==> config.mk <==
export PLATFORM = sky130hd
export DESIGN_NAME = alu_exec
export DESIGN_NICKNAME = d
export VERILOG_FILES = /design/src/rtl/alu_exec.sv
export SDC_FILE = /design/constraint.sdc
export NUM_CORES = 1
export LEC_CHECK = 0
export ABC_CLOCK_PERIOD_IN_PS = 12350
export BUFFER_PORTS_ARGS = -buffer_cell sky130_fd_sc_hd__buf_4
export CAP_MARGIN = 20
export CORE_ASPECT_RATIO = 1.1
export CORE_MARGIN = 4
export CORE_UTILIZATION = 65
export DETAILED_ROUTE_END_ITERATION = 7
export PLACE_DENSITY = 0.91
export SYNTH_ARGS = -nofsm -noshare
export SYNTH_HDL_FRONTEND = slang
export SYNTH_SLANG_ARGS = --single-unit
export TNS_END_PERCENT = 50
==> constraint.sdc <==
create_clock -name clk_i -period 12.35 [get_ports clk_i]
set_clock_uncertainty 0.2 [all_clocks]
set_input_delay 1.235 -clock clk_i [delete_from_list [all_inputs] [get_ports clk_i]]
set_output_delay 1.235 -clock clk_i [all_outputs]
set_load 0.005 [all_outputs]
==> src/rtl/alu_exec.sv <==
// alu_exec: execute-stage ALU, 32-bit ops plus int8x4 NN ops; ALU_EXEC_SAT_EN selects saturating ADD/SUB/CONV2D.
// Ports: clk_i, rst_n_i, valid_i/ready_o + ALUCtrl_i/data1_i/data2_i in; valid_o/ready_i + result_o/zero_o out.
module alu_exec (
  input  logic        clk_i,
  input  logic        rst_n_i,
  input  logic        valid_i,
  output logic        ready_o,
  input  logic [3:0]  ALUCtrl_i,
  input  logic [31:0] data1_i,
  input  logic [31:0] data2_i,
  output logic        valid_o,
  input  logic        ready_i,
  output logic [31:0] result_o,
  output logic        zero_o
);

  localparam logic [3:0] OP_SUB  = 4'b0010;
  localparam logic [3:0] OP_AND  = 4'b0011;
  localparam logic [3:0] OP_OR   = 4'b0100;
  localparam logic [3:0] OP_MUL  = 4'b0110;
  localparam logic [3:0] OP_RELU = 4'b0111;
  localparam logic [3:0] OP_MAX  = 4'b1000;
  localparam logic [3:0] OP_FC   = 4'b1001;
  localparam logic [3:0] OP_CONV = 4'b1010;
  localparam logic [3:0] OP_BN   = 4'b1011;

  typedef enum logic [1:0] {
    S_IDLE, S_MUL, S_DOT, S_DONE
  } state_t;

  state_t      state_q, state_d;
  logic [3:0]  op_q, op_d;
  logic [31:0] a_q, a_d;
  logic [31:0] b_q, b_d;
  logic [31:0] prod_q, prod_d;
  logic [31:0] psum_q, psum_d;
  logic [31:0] acc_q, acc_d;
  logic [31:0] res_q, res_d;
  logic        zero_q, zero_d;
  logic [4:0]  cnt_q, cnt_d;
  logic [1:0]  lane_q, lane_d;

  logic signed [15:0] lp;
  logic [31:0] pnx, psum_nx, bn_v;

  function automatic logic [31:0] add_sat(
    input logic [31:0] a,
    input logic [31:0] b,
    input logic        sub
  );
    logic [31:0] bb, s;
    bb = sub ? ~b : b;
    s  = a + bb + {31'd0, sub};
`ifdef ALU_EXEC_SAT_EN
    if (a[31] == bb[31] && s[31] != a[31])
      s = a[31] ? 32'h8000_0000 : 32'h7fff_ffff;
`endif
    return s;
  endfunction

  function automatic logic [31:0] alu1(
    input logic [3:0]  op,
    input logic [31:0] a,
    input logic [31:0] b
  );
    logic [31:0] r;
    r = add_sat(a, b, 1'b0);
    unique case (op)
      OP_SUB: r = add_sat(a, b, 1'b1);
      OP_AND: r = a & b;
      OP_OR:  r = a | b;
      OP_RELU:
        for (int k = 0; k < 4; k++)
          r[8*k +: 8] = a[8*k+7] ? 8'd0 : a[8*k +: 8];
      OP_MAX:
        for (int k = 0; k < 4; k++)
          r[8*k +: 8] =
            ($signed(a[8*k +: 8]) > $signed(b[8*k +: 8]))
            ? a[8*k +: 8] : b[8*k +: 8];
      default: ;
    endcase
    return r;
  endfunction

  always_comb begin
    state_d = state_q;
    op_d    = op_q;
    a_d     = a_q;
    b_d     = b_q;
    prod_d  = prod_q;
    psum_d  = psum_q;
    acc_d   = acc_q;
    res_d   = res_q;
    zero_d  = zero_q;
    cnt_d   = cnt_q;
    lane_d  = lane_q;

    lp      = $signed(a_q[7:0]) * $signed(b_q[7:0]);
    psum_nx = psum_q + {{16{lp[15]}}, lp};
    pnx     = prod_q + (b_q[0] ? a_q : 32'd0);
    bn_v    = $signed(pnx) >>> 8;

    unique case (state_q)
      S_IDLE: if (valid_i) begin
        op_d = ALUCtrl_i;
        a_d  = data1_i;
        b_d  = data2_i;
        unique case (ALUCtrl_i)
          OP_MUL, OP_BN: begin
            if (ALUCtrl_i == OP_BN) begin
              a_d = {{16{data1_i[15]}}, data1_i[15:0]};
              b_d = {{16{data2_i[15]}}, data2_i[15:0]};
            end
            prod_d  = '0;
            cnt_d   = '0;
            state_d = S_MUL;
          end
          OP_FC, OP_CONV: begin
            psum_d  = '0;
            lane_d  = '0;
            state_d = S_DOT;
          end
          default: begin
            res_d   = alu1(ALUCtrl_i, data1_i, data2_i);
            state_d = S_DONE;
          end
        endcase
      end
      // Shift-add: multiplicand moves left, multiplier right.
      S_MUL: begin
        prod_d = pnx;
        a_d    = a_q << 1;
        b_d    = b_q >> 1;
        cnt_d  = cnt_q + 5'd1;
        if (cnt_q == 5'd31) begin
          res_d   = (op_q == OP_BN) ? bn_v : pnx;
          state_d = S_DONE;
        end
      end
      // Operands shift down a lane per cycle; lane 0 is always used.
      S_DOT: begin
        psum_d = psum_nx;
        a_d    = a_q >> 8;
        b_d    = b_q >> 8;
        lane_d = lane_q + 2'd1;
        if (lane_q == 2'd3) begin
          acc_d   = (op_q == OP_FC) ? psum_nx
                  : add_sat(acc_q, psum_nx, 1'b0);
          res_d   = acc_d;
          state_d = S_DONE;
        end
      end
      S_DONE: if (ready_i) state_d = S_IDLE;
      default: state_d = S_IDLE;
    endcase

    if (state_q != S_DONE && state_d == S_DONE)
      zero_d = (res_d == 32'd0);
  end

  always_ff @(posedge clk_i or negedge rst_n_i) begin
    if (!rst_n_i) begin
      state_q <= S_IDLE;
      op_q    <= '0;
      a_q     <= '0;
      b_q     <= '0;
      prod_q  <= '0;
      psum_q  <= '0;
      acc_q   <= '0;
      res_q   <= '0;
      zero_q  <= 1'b0;
      cnt_q   <= '0;
      lane_q  <= '0;
    end else begin
      state_q <= state_d;
      op_q    <= op_d;
      a_q     <= a_d;
      b_q     <= b_d;
      prod_q  <= prod_d;
      psum_q  <= psum_d;
      acc_q   <= acc_d;
      res_q   <= res_d;
      zero_q  <= zero_d;
      cnt_q   <= cnt_d;
      lane_q  <= lane_d;
    end
  end

  assign ready_o  = rst_n_i && (state_q == S_IDLE);
  assign valid_o  = (state_q == S_DONE);
  assign result_o = res_q;
  assign zero_o   = zero_q;

endmodule

== Word-level counts from Yosys, hierarchy flattened ==
Index checks and enable logic that the tools add are counted.
Storage, ports and cells
  latch bits: 0
  output and inout port bits: 35
  memories kept: 0
  bits in writable memories: 0
  register bits after elaboration: 206
  ROM bits: 0
Operators by class
  order comparisons: 4
  mux-type cells: 43
  div/mod/pow operators: 0
  shift-type cells: 0
  equality and inequality tests: 21
  reductions and logical operators: 15
  bitwise logic cells: 3
  add/sub/neg operators: 8
  multipliers: 1
Operators with widths (count)
  32-bit 2-to-1 mux: 16
  32-bit case mux with 3 select lines: 3
  32-bit adder: 5
  32-bit case mux with 5 select lines: 1
  32-bit case mux with 2 select lines: 2
  32-bit by 1-bit adder with 32-bit output (second input constant): 1
  32-bit AND: 1
  8-bit > comparator: 4
  32-bit zero test: 1
  8-bit 2-to-1 mux: 4
  32-bit inverter: 1
  32-bit OR: 1
  31-bit 2-to-1 mux: 1
  7-bit 2-to-1 mux: 4
  4-bit equality test (second input constant): 6
  8-bit by 8-bit multiplier with 16-bit output: 1
  4-bit by 3-bit equality test with 1-bit output (second input constant): 3
  2-bit 2-to-1 mux: 6
  5-bit 2-to-1 mux: 2
  5-bit case mux with 2 select lines: 1
  2-bit equality test (second input constant): 4
  4-bit by 2-bit equality test with 1-bit output (second input constant): 2
  2-bit case mux with 2 select lines: 2
  2-bit case mux with 4 select lines: 1
  other kinds (14): 22

== Longest topological paths before layout ==
Gate-level depths: netlist of the first run.
  depth in word-level cells: 8
  mapped depth: 43
  gate-level depth less buffers: 42

== Worst setup path after synthesis of the first run ==
OpenSTA, ideal clock, no wires.
  path type: register to register
  start: register b_q[0]
  end: register zero_q, in the netlist zero_o
  cell stages (with the launch flop): 41
  setup time: 76 ps
  clock period less this slack: 9494 ps
  arrival: 9217 ps
  buffers on the path: 3
  slack: 2856 ps
  path through: dfrtp_1 clkbuf_1 and2_1 fa_1 inv_1 fa_1 inv_1 fa_1 inv_1 fa_1 inv_1 ha_1 nand2_1 o211ai_1 a31oi_1 nor2b_1 o21ai_0 a211o_1 [5 not listed] or3_1 nor3_1 o41ai_1 xor2_1 ha_1 clkbuf_1 a211oi_1 o21ai_0 a21o_1 nor4_1 a2111oi_0 a211oi_1 xor2_1 o22ai_1 or3_1 a2111oi_0 nand4_1 o21ai_1
Between the ends
  longest elaborated chain between the ends: 7
RTL lines
  start: declaration: RTL line 34  | logic [31:0] b_q, b_d;
  start signal: assignment: RTL line 166  | b_q <= '0;
  start signal: assignment: RTL line 178  | b_q <= b_d;
  8-bit by 8-bit multiplier with 16-bit output: RTL line 98  | lp = $signed(a_q[7:0]) * $signed(b_q[7:0]);
  32-bit adder: RTL line 99  | psum_nx = psum_q + {{16{lp[15]}}, lp};
  32-bit adder: RTL line 53  | s = a + bb + {31'd0, sub};
  32-bit 2-to-1 mux: RTL line 147  | acc_d = (op_q == OP_FC) ? psum_nx
  32-bit 2-to-1 mux: RTL line 146  | if (lane_q == 2'd3) begin
  32-bit case mux with 3 select lines *: RTL line 103  | unique case (state_q)
  via res_d[28]: RTL line 38  | logic [31:0] res_q, res_d;
  32-bit zero test *: RTL line 158  | zero_d = (res_d == 32'd0);
  end signal: assignment: RTL line 183  | zero_q <= zero_d;
  end: declaration: RTL line 39  | logic zero_q, zero_d;
Mark *: on every way through the listed nets, which the timed path passes. The rest lies on a longest branch.
A chain may end at the register's enable or synchronous reset.

== Final worst setup path of the first run ==
Same ends and word-level chain as after synthesis.

==> results of run 1 <==
## registers in the layout, indices dropped and copies added, names as in the netlist
register / cells
a_q: 32
acc_q: 32
b_q: 32
cnt_q: 5
lane_q: 2
op_q: 4
prod_q: 32
psum_q: 32
result_o: 32
state_q: 2
zero_o: 1
## worst max-delay path, delay by kind of cell (launching register included)
kind                       cells  cell delay [ps]
AOI/OAI and AO/OA             15             3170
xor gates and xnor gates       3              640
adders and majority gates      7             2740
buffers and inverters          5              610
DFF                            1              970
and+or+nand+nor                8             2170
## layout make-up
cell class                 count  share of cell area, %
multi-input combinational   2531                   67.3
sequential                   206                   19.5
timing repair buffer         139                   4.05
inverter                     212                   3.01
clock buffer                  34                   2.84
tap                          494                   2.34
clock inverter                16                  0.913
## worst max-delay path by stage
| stage | startpoint | endpoint | slack [ps] | cells after the start |
|---|---|---|---|---|
| finish | b_q[0]$_DFFE_PN0P_ | zero_o$_DFFE_PN0P_ | 1720 | 38 |
| global placement | b_q[0]$_DFFE_PN0P_ | zero_o$_DFFE_PN0P_ | 2450 | 38 |
| CTS | b_q[0]$_DFFE_PN0P_ | zero_o$_DFFE_PN0P_ | 1940 | 38 |
| floorplan | b_q[0]$_DFFE_PN0P_ | zero_o$_DFFE_PN0P_ | 2860 | 40 |
| detailed placement | b_q[0]$_DFFE_PN0P_ | zero_o$_DFFE_PN0P_ | 2020 | 38 |
| global route | b_q[0]$_DFFE_PN0P_ | zero_o$_DFFE_PN0P_ | 1000 | 35 |
## stage by stage
stage | setup WS [ps] | instances | instance area (um^2) | utilization [%] | hold WS (ps)
2_1_floorplan | 2860 | 3129 | 24400 | - | 252
3_3_place_gp | 2450 | 3580 | 25400 | 68.4 | 267
3_5_place_dp | 2020 | 3580 | 25400 | 68.4 | 273
4_1_cts | 1940 | 3630 | 26400 | 71.1 | 287
5_1_grt | 1000 | 3632 | 26400 | 71.2 | 303
6_report | 1720 | 3632 | 26400 | 71.2 | 285
## cell families (layout without fill, tap and decap cells)
family                   Yosys count  after routing  synth area share (%)
AO/OA/AOI/OAI                   1096           1096                  30.2
AND/OR/NAND/NOR                  983            983                  19.6
buffers and inverters            392            401                  6.25
adder cells (fa/ha/maj)          289            289                  16.7
flip-flops                       206            206                  21.1
XOR/XNOR                         128            128                  4.65
multiplexers                      35             35                  1.49
## cell usage in the layout, fill, tap and decap left out, types with 31 or more instances in the layout
| cell | netlist | final |
|---|---|---|
| nor3_1 | 62 | 61 |
| nand2_1 | 336 | 336 |
| o211ai_1 | 50 | 50 |
| fa_1 | 60 | 60 |
| a211oi_1 | 63 | 63 |
| o21ai_0 | 240 | 240 |
| a221oi_1 | 31 | 31 |
| a31oi_1 | 34 | 34 |
| xnor2_1 | 87 | 87 |
| dfrtp_1 | 206 | 206 |
| a22oi_1 | 60 | 60 |
| and2_1 | 87 | 87 |
| a22o_1 | 48 | 48 |
| nand3_1 | 47 | 47 |
| inv_1 | 210 | 210 |
| ha_1 | 229 | 226 |
| a21oi_1 | 240 | 240 |
| xor2_1 | 40 | 40 |
| nor2b_1 | 40 | 40 |
| nor2_1 | 227 | 227 |
| buf_4 | 4 | 137 |
| a21o_1 | 68 | 67 |
## layer usage
metal	routed length, um	share of wire [%]	vias up
met5	14	0.016	-
met4	5940	6.7	2
met3	9580	11	365
met2	39900	45	1613
met1	32900	37	12048
li1	-	-	11367
==> metrics.csv, run 1 <==
metric,value,unit
sequential fraction of the synthesis area,21.1,%
FF-to-FF setup slack,1720,ps
Hold Crit Endpoint,acc_q[0]$_DFFE_PN0P_,
crit path capture type,flip-flop,
"Warnings, synthesis",0,
Synth cell types,110,
Area contributors post-synth,"dfrtp_1 21%, ha_1 12%, nand2_1 5.2%",
status,finished with violations,
PortBufs,106,
max incr delay on CP,970,ps
hold wc startpoint,acc_q[0]$_DFFE_PN0P_,
vias in the first global route,24369,
io pins,107,
Clock Pin Slew Worst Setup and Hold Paths,60,ps
leading area contributor after synthesis,dfrtp_1,
Yosys top cell area share,21.1,%
max capacitance violation total,0,
DRT antenna net count,0,
unrepaired setup endpoints after global routing,false,
GRT Util Overall,41.8,%
Die W,193,um
Worst Tran Pin Value,1050,ps
largest net degree at the start of global routing,128,
"critical path fanouts, max",33,
GRT busiest layer,met2,
CTS tree,yes,
syn_area_per_cell,7.80,um^2
Fin. Hold Viols,0,
GRT overflow,0,
Post-synth EDFFs,0,
Post-Syn Area,0.0244,mm^2
Clock Latency Late Sink,590,ps
via count,25395,
area of the core,0.0371,mm^2
Mapped Cells,3129,
Rel. slew slack,29.5,%
Fillers,2912,
final setup vio count,0,
DP HPWL,68.0,mm
cts hold-fix bufs,0,
# Post-CTS Setup Buffers,0,
crit path launch type,flip-flop,
Pre-antenna DRT Iters,8,
TritonCTS Buffers,27,
clk buf depth,3,
most common flop cell mapped by yosys,dfrtp_1,
failing checks,DRC,
row cnt,74,
Initial DRC Count,3301,
Seq. cell area,0.00515,mm^2
clock root buffer,clkbuf_16,
"top cells by count, synth","336 x nand2_1, 240 x a21oi_1, 240 x o21ai_0, 229 x ha_1, 227 x nor2_1",
Worst EP arrival,10930,ps
WP data required,12660,ps
routability cong.,1.07,
max-slew violations,0,
DRC viols,2,
Worst R2R Path Depth,38,
GRT met3 Usage,9.21,%
reg2reg start,b_q[0]$_DFFE_PN0P_,
global-route wire length before repair,135,mm
number of vias per cell,6.99,
chip height,211,um
initial antenna violation count,1,
Hold Path Depth,1,
area of the multi-input gates,0.0178,mm^2
Seq cells post-synth,206,
Period minus WS final,10630,ps
Post-Route WL,88.3,mm
met1 global-route usage,52.8,%
CTS Sinks,206,
Post-CTS Resized,0,
reg2reg end,zero_o$_DFFE_PN0P_,
Setup CP Type,reg -> reg,
"Net Count, Synth",3490,
Synth-to-Final Area Change,8.34,%
fin crit share,86.0,%
Starting Density,65.7,%
DR WL/cell,24.3,um
GRT met2 Usage,67.0,%
share of cells above drive strength 1,8.38,%
setup tns final,0,ps
Fmax,94.1,MHz
# diodes,0,
Async SR Flop Fraction,100,%
Nets,3478,
die area,0.0407,mm^2
Hold WC Path Type,reg -> reg,
H-tree lvl count,1,
most common cell in the netlist,nand2_1,
Worst path slowest cell,dfrtp_1,
Power of run 1 is not shown: default switching activity piles up to over one toggle a cycle in this logic, so the estimate is an artifact.
==> run 2: changes to the inputs <==
--- a/config.mk
+++ b/config.mk
@@ -8,7 +8,6 @@
 export ABC_CLOCK_PERIOD_IN_PS = 12350
 export BUFFER_PORTS_ARGS = -buffer_cell sky130_fd_sc_hd__buf_4
 export CAP_MARGIN = 20
-export CORE_ASPECT_RATIO = 1.1
 export CORE_MARGIN = 4
 export CORE_UTILIZATION = 65
 export DETAILED_ROUTE_END_ITERATION = 7
==> run 2 against run 1 <==
Compared with the run above: register-to-register slack improved by 30 ps; critical path depth decreased by 3; largest cell class unchanged; cell count decreased by 0.77%; sequential share of layout area increased by 0.092 points; the flow now finishes without violations; critical path type unchanged; via count increased by 1.6%; flip-flop and latch count unchanged.
==> metrics.csv, run 2 (synthesis gave the netlist of run 1 again) <==
metric,value,unit,change
status,"finished, final reports clean",,
DR WL/cell,25.3,um,+4.2%
most common library cell in the layout ignoring fill and taps,nand2_1,,
"Largest delay share family, worst path",compound AO/OA/AOI/OAI gates,,
initial antenna violation count,1,,unchanged
# diodes,0,,unchanged
cts hold-fix bufs,0,,unchanged
area of the core,0.0368,mm^2,-0.92%
CTS tree,yes,,
design area,0.0263,mm^2,-0.47%
Period minus WS final,10600,ps,-28.4 ps
Rel. slew slack,21.5,%,-8.0 points
fin crit share,85.8,%,-0.23 points
chip height,202,um,-4.5%
unrepaired setup endpoints after global routing,false,,
Synth-to-Final Area Change,7.83,%,
die area,0.0407,mm^2,about the same
largest net degree at the start of global routing,128,,unchanged
global-route wire length before repair,140,mm,+3.8%
H-tree lvl count,1,,unchanged
setup tns final,0,ps,unchanged
TritonCTS Buffers,26,,-3.7%
"critical path fanouts, max",33,,unchanged
Worst EP arrival,10900,ps,-30 ps
Worst path slowest cell,dfrtp_1,,
number of vias per cell,7.16,,+2.4%
Setup CP Type,reg -> reg,,
Post-CTS Resized,0,,unchanged
vias in the first global route,24703,,+1.4%
GRT overflow,0,,unchanged
share of cells above drive strength 1,8.26,%,-0.12 points
Worst Tran Pin Value,1180,ps,+123 ps
pre-CTS WS,2080,ps,+57.9 ps
Pre-antenna DRT Iters,7,,-1
crit path launch type,flip-flop,,
DP HPWL,69.2,mm,+1.8%
Non-Filler Instances,3604,,-0.77%
DRC viols,0,,-2
Clock Pin Slew Worst Setup and Hold Paths,60,ps,about the same
DP Area,0.0254,mm^2,-0.11%
clk buf depth,3,,unchanged
most frequent cells in the layout,"336 x nand2_1, 240 x a21oi_1, 240 x o21ai_0",,
via count,25803,,+1.6%
max incr delay on CP,740,ps,-230 ps
Fillers,2889,,-0.79%
Clock Latency Late Sink,570,ps,-20 ps
routability cong.,1.06,,-0.52%
# Post-CTS Setup Buffers,0,,unchanged
worst path bufs/invs,4,,-1
Initial DRC Count,3362,,+1.8%
GRT Util Overall,42.7,%,+0.90 points
max capacitance violation total,0,,unchanged
DRT antenna net count,0,,unchanged
io pins,107,,unchanged
max-slew violations,0,,unchanged
Post-Route WL,91.3,mm,+3.4%
Fin. Hold Viols,0,,unchanged
worst setup margin,1750,ps,+28.4 ps
Die W,202,um,+4.7%
clock root buffer,clkbuf_16,,
row cnt,70,,-5.4%
Hold WC Path Type,reg -> reg,,
Fmax,94.4,MHz,+0.27%
dpl cells,3554,,-0.73%
WP data required,12650,ps,about the same
Nets,3477,,-0.029%
crit path capture type,flip-flop,,
Starting Density,66.3,%,+0.61 points
PortBufs,106,,unchanged
CTS Sinks,206,,unchanged
final setup vio count,0,,unchanged
-- run 2: through the flow --
step / hold slack (ps) / util, %
floorplan: 252 / -
global placement: 267 / 69.0
detailed placement: 279 / 69.0
CTS: 293 / 71.4
global route: 306 / 71.5
finish: 291 / 71.5
-- run 2: worst min-delay path: stages (launching register included) --
cell     delay, ps
dfrtp_1        340
nand2_1         50
o21ai_0         60
-- run 2: area by class of cell --
type | count | area (um^2) | area share, %
Sequential cell | 206 | 5150 | 19.6
Timing Repair Buffer | 139 | 1070 | 4.06
Tap cell | 468 | 586 | 2.23
Multi-Input combinational cell | 2531 | 17800 | 67.7
Clock buffer | 39 | 779 | 2.96
Inverter | 212 | 796 | 3.02
Clock inverter | 9 | 119 | 0.452
-- run 2: per-layer routing --
| layer | part of all wire [%] | global-route usage, % | vias up | wire, um |
|---|---|---|---|---|
| li1 | - | - | 11350 | - |
| met1 | 38 | 56.4 | 12175 | 34400 |
| met2 | 44 | 67.3 | 1811 | 40100 |
| met3 | 11 | 7.98 | 465 | 10500 |
| met4 | 6.8 | 21.6 | 2 | 6230 |
| met5 | 0.0088 | 0 | - | 8 |
-- run 2: path summary, 6_finish.rpt --
| kind | to | startpoint | slack [ps] | cells after the start |
|---|---|---|---|---|
| max reg2reg | zero_o$_DFFE_PN0P_ | b_q[0]$_DFFE_PN0P_ | 1750 | 35 |
| max | zero_o$_DFFE_PN0P_ | b_q[0]$_DFFE_PN0P_ | 1750 | 35 |
| min | acc_q[17]$_DFFE_PN0P_ | acc_q[17]$_DFFE_PN0P_ | 290 | 2 |
| max in group asynchronous | acc_q[15]$_DFFE_PN0P_ | rst_n_i | 10030 | 2 |
| min in group asynchronous | psum_q[27]$_DFFE_PN0P_ | rst_n_i | 530 | 1 |
| min reg2reg | acc_q[17]$_DFFE_PN0P_ | acc_q[17]$_DFFE_PN0P_ | 290 | 2 |
Power of run 2 is left out for the same reason.
